$ cat config.mk
export PLATFORM = sky130hd
export DESIGN_NAME = sha256_digest_reader
export DESIGN_NICKNAME = d
export VERILOG_FILES = /design/src/rtl/sha256_digest_reader.sv
export SDC_FILE = /design/constraint.sdc
export NUM_CORES = 1
export LEC_CHECK = 0
export BUFFER_PORTS_ARGS = -buffer_cell sky130_fd_sc_hd__buf_2
export CORE_AREA = 2 2 217 219
export DETAILED_ROUTE_END_ITERATION = 6
export DIE_AREA = 0 0 219 221
export HOLD_SLACK_MARGIN = 0.06
export PLACE_DENSITY = 0.66
export SETUP_SLACK_MARGIN = 0.02
export SLEW_MARGIN = 15
export SYNTH_ARGS = -nofsm -noshare
export SYNTH_HDL_FRONTEND = slang
export SYNTH_SLANG_ARGS = --single-unit
$ cat constraint.sdc
create_clock -name clk -period 7 [get_ports clk]
set_clock_uncertainty 0.2 [all_clocks]
set_input_delay 1.4 -clock clk [delete_from_list [all_inputs] [get_ports clk]]
set_output_delay 1.4 -clock clk [all_outputs]
set_load 0.01 [all_outputs]
$ cat src/rtl/sha256_digest_reader.sv
// sha256_digest_reader: captures the hash core's digest on the rising edge of
// trigger, compares it against a reference digest, then streams it out as
// NUM_WORDS words over valid/ready, most significant word (H0) first.
// DIGEST_BITS must equal NUM_WORDS * WORD_BITS.

module sha256_digest_reader #(
  parameter int unsigned DIGEST_BITS = 256,
  parameter int unsigned WORD_BITS   = 32,
  parameter int unsigned NUM_WORDS   = 8
) (
  input  logic                   clk,
  input  logic                   reset,
  input  logic                   trigger,
  input  logic [DIGEST_BITS-1:0] H_in,
  input  logic [DIGEST_BITS-1:0] expected,
  output logic                   out_valid,
  input  logic                   out_ready,
  output logic [WORD_BITS-1:0]   out_data,
  output logic                   out_last,
  output logic                   match,
  output logic                   match_valid,
  output logic                   busy,
  output logic                   overrun
);

  localparam int unsigned IdxW = (NUM_WORDS > 1) ? $clog2(NUM_WORDS) : 1;
  localparam logic [IdxW-1:0] LastIdx = IdxW'(NUM_WORDS - 1);

  typedef enum logic [0:0] {StIdle, StSend} state_e;

  state_e                 state_q, state_d;
  logic                   trig_q;
  logic [DIGEST_BITS-1:0] shadow_q, shadow_d;
  logic [IdxW-1:0]        idx_q, idx_d;
  logic                   match_q, match_d;
  logic                   match_valid_q, match_valid_d;
  logic                   overrun_q, overrun_d;

  logic trig_rise;
  logic sending;
  logic handshake;
  logic last_handshake;
  logic capture;

  // Shadow register viewed as an array of output words, word 0 = MSW.
  logic [WORD_BITS-1:0] words [NUM_WORDS];

  for (genvar i = 0; i < NUM_WORDS; i++) begin : g_words
    assign words[i] = shadow_q[DIGEST_BITS-1-WORD_BITS*i -: WORD_BITS];
  end

  // Edge detect and handshake qualifiers.
  always_comb begin
    trig_rise      = trigger & ~trig_q;
    sending        = (state_q == StSend);
    handshake      = sending & out_ready;
    last_handshake = handshake & (idx_q == LastIdx);
    // A new digest is taken when idle, or in the very cycle the last word leaves.
    capture        = trig_rise & (~sending | last_handshake);
  end

  // Next-state logic for the FSM, word index, shadow and status flags.
  always_comb begin
    state_d       = state_q;
    shadow_d      = shadow_q;
    idx_d         = idx_q;
    match_d       = match_q;
    match_valid_d = match_valid_q;
    overrun_d     = overrun_q;

    unique case (state_q)
      StIdle: begin
        if (capture) begin
          state_d = StSend;
        end
      end
      StSend: begin
        if (last_handshake) begin
          state_d = capture ? StSend : StIdle;
          idx_d   = '0;
        end else if (handshake) begin
          idx_d = idx_q + 1'b1;
        end
      end
      default: state_d = StIdle;
    endcase

    if (capture) begin
      shadow_d      = H_in;
      // Compare the live input so match is ready together with the first word.
      match_d       = (H_in == expected);
      match_valid_d = 1'b1;
      idx_d         = '0;
    end

    // An edge that cannot be captured is dropped and flagged.
    if (trig_rise && sending && !last_handshake) begin
      overrun_d = 1'b1;
    end
  end

  // State registers; trig_q resets high so a trigger already high at release is not an edge.
  always_ff @(posedge clk or negedge reset) begin
    if (!reset) begin
      state_q       <= StIdle;
      trig_q        <= 1'b1;
      shadow_q      <= '0;
      idx_q         <= '0;
      match_q       <= 1'b0;
      match_valid_q <= 1'b0;
      overrun_q     <= 1'b0;
    end else begin
      state_q       <= state_d;
      trig_q        <= trigger;
      shadow_q      <= shadow_d;
      idx_q         <= idx_d;
      match_q       <= match_d;
      match_valid_q <= match_valid_d;
      overrun_q     <= overrun_d;
    end
  end

  // Outputs are decoded from registered state only; out_ready never reaches out_valid.
  always_comb begin
    out_valid   = sending;
    busy        = sending;
    out_data    = words[idx_q];
    out_last    = sending & (idx_q == LastIdx);
    match       = match_q;
    match_valid = match_valid_q;
    overrun     = overrun_q;
  end

endmodule

==> impl_results.md <==
- Status: completed
- Startpoint class of the critical path: flip-flop
- Post-route ant nets: 0
- Number of synthesized register bits: 264
- Final period util: 68.93%
- Final net count: 2603
- Min Tclk post-route: 4825 ps
- Die Ht: 221 µm
- Multiplexer area fraction after synthesis: 12.48%
- Detailed-route DRC error count: 0
- CTS clock-pin slew for the worst setup and hold paths: 60 ps
- Slew Viols, Final: 0
- Port Buffers: 553
- Largest family of logic cells by synthesized area: simple AND/OR/NAND/NOR gates
- CP Data Arrival Time: 3220 ps
- Fillers: 4702
- Warnings, synthesis: 0
- Synth Area in XOR/XNOR: 15.32%
- Vias per cell: 5.120
- Setup crit end kind: output pin
- Congestion Overflow GR: 0
- Async SR Flop Fraction: 100.0%
- Via count: 13910
- CTS Root Buffer Type: clkbuf_16
- Hold Path Class: reg -> reg
- Post-CTS Setup Bufs: 0
- Final Hold Vio Count: 0
- Final Core Density: 41.27%
- Pwr Density: 398.8 mW/mm²
- Placed cell count: 2656
- Adder-cell share of the synthesized area: 0.1723%
- Layout area overhead: 30.88%
- Largest net degree at the start of global routing: 195
- Sequential share of the synthesized area: 45.49%
- Ys flop type: dfrtp_1
- Crit Path Class: reg -> out
- Detailed Place HPWL: 62370 µm
- GR Util All Layers: 31.09%
- Cells after Synth: 1565
- Most frequent cells in the layout: nand2_1, buf_2, dfrtp_1
- Clk Latency, worst-skew pair: 520 ps
- Fin cells: 2717
- Unrepaired setup endpoints after global routing: no
- TritonCTS buffer count: 34
- Mapped cell area: 0.01452 mm²
- Max Clk Rate: 0.2073 GHz
- Synth Area in Compound Gates: 0.4307%
- Post-synth EDFFs: 0
- Core area: 0.04606 mm²
- Final setup fails: 0
- Number of H-tree levels: 2
- Crit-path max FO: 44
- Vias in the first global route: 14550
- Yosys cell types: 30
- Synthesized Nets: 2083
- Initial DRC count: 1378
- Max Cap Viol: 0
- Clk buf depth: 3
- Syn Area/Cell: 9.280 µm²
- Initial Util: 31.53%
- TritonCTS clock tree: yes
- Clk sinks: 264
- CTS resizes: 0
- Total Wirelength: 76180 µm
- Commonest non-fill, non-tap cell in the layout: nand2_1
- Slew headroom: 20.09%
- Setup Total Neg Slack: 0 ps
- Initial antenna violation count: 10
- Row cnt: 79
- Routed WL per cell: 28.04 µm
- Final worst slack: 2175 ps
- Die area: 0.04840 mm²
- Synth Area in Simple Gates: 23.96%
- # IOs: 554
- Chip width: 219 µm
- Worst-margin pin slew: 1199 ps
- Pre-antenna DRT Iters: 5
- Leak: 9.662 nW
- VDD IR max: 0.2535 mV
- Req. time, crit path: 5400 ps
- First-pass GRT wire length: 104700 µm
- Post-CTS Hold Buffers: 0
- Placer congestion estimate: 0.9155
- DP Worst Slack: 2650 ps
- Share of cells above drive strength 1: 34.20%
-- logic make-up (layout without fill, tap and decap cells) --
logic type | after synthesis | after routing
AO/OA/AOI/OAI | 8 | 8
buffers and inverters | 78 | 621
multiplexers | 97 | 97
AND/OR/NAND/NOR | 862 | 862
other | 0 | 2
adder cells (fa/ha/maj) | 2 | 2
XOR/XNOR | 254 | 254
flip-flops | 264 | 264
-- synth_stat cells (4+ instances only) --
| cell type | instances | area share, % |
|---|---|---|
| nand2_1 | 769 | 20 |
| dfrtp_1 | 263 | 45 |
| xnor2_1 | 144 | 8.7 |
| xor2_1 | 110 | 6.6 |
| clkbuf_1 | 64 | 1.7 |
| mux4_2 | 64 | 9.9 |
| nand4_1 | 45 | 1.9 |
| nor4_1 | 37 | 1.6 |
| mux2_2 | 33 | 2.6 |
| buf_2 | 6 | 0.21 |
| buf_1 | 4 | 0.10 |
-- flip-flops by register name, indices dropped and copies added, names as in the netlist --
signal       count
busy             1
idx_q            3
match            1
match_valid      1
overrun          1
shadow_q       256
trig_q           1
-- report_power, final --
part	switching [mW]	internal (mW)	total, mW
Combinational	1.41	1.34	2.76
Sequential	0.731	2.28	3.01
Clock	0.734	1.08	1.82
Total	2.88	4.70	7.58
-- worst max-delay path, cell delays in order (launching register included) --
cell and delay [ps]:
dfrtp_4 1040, buf_4 560, mux4_2 560, mux2_2 300
buf_2 150
-- layer usage --
| layer | track usage [%] | vias up | routed length, µm |
|---|---|---|---|
| li1 | - | 6132 | - |
| met3 | 5.773 | 127 | 5368 |
| met5 | 0 | - | 96 |
| met4 | 13.88 | 14 | 3773 |
| met2 | 52.08 | 721 | 36600 |
| met1 | 38.90 | 6917 | 30340 |
-- path summary, 6_finish.rpt --
check                                              from  depth (start not counted)  slack [ps]                        end
worst min register to register  match_valid$_DFFE_PN0P_                          1         270    match_valid$_DFFE_PN0P_
worst min-delay path            match_valid$_DFFE_PN0P_                          1         270    match_valid$_DFFE_PN0P_
max in group asynchronous                         reset                          2        4140       idx_q[0]$_DFFE_PN0P_
worst max register to register     idx_q[1]$_DFFE_PN0P_                          8        3370  shadow_q[235]$_DFFE_PN0P_
worst max-delay path               idx_q[0]$_DFFE_PN0P_                          4        2180                out_data[2]
min in group asynchronous                         reset                          1         700   shadow_q[28]$_DFFE_PN0P_
-- stage by stage --
| step | total power [mW] | hold WS (ps) | area [µm²] |
|---|---|---|---|
| after CTS | 7.632 | 272.1 | 19000 |
| after global placement | 5.737 | 252.6 | 17860 |
| after detailed placement | 5.783 | 257.4 | 17860 |
| after floorplan | 4.404 | 240.3 | 14520 |
| final | 7.581 | 270.6 | 19010 |
| after global routing | 7.981 | 290.8 | 19010 |
-- layout make-up --
| type | instances | area, µm² | share of cell area (%) |
|---|---|---|---|
| multi-input cells | 1223 | 7612 | 40.05 |
| flip-flops and latches | 264 | 6616 | 34.81 |
| repair buffers | 560 | 2868 | 15.09 |
| clock buffers | 43 | 955.9 | 5.029 |
| well taps | 607 | 759.5 | 3.996 |
| clock inverters | 16 | 183.9 | 0.9676 |
| inverters | 2 | 7.507 | 0.03949 |
| diodes | 2 | 5.005 | 0.02633 |
(Power assumes the default switching activity.)
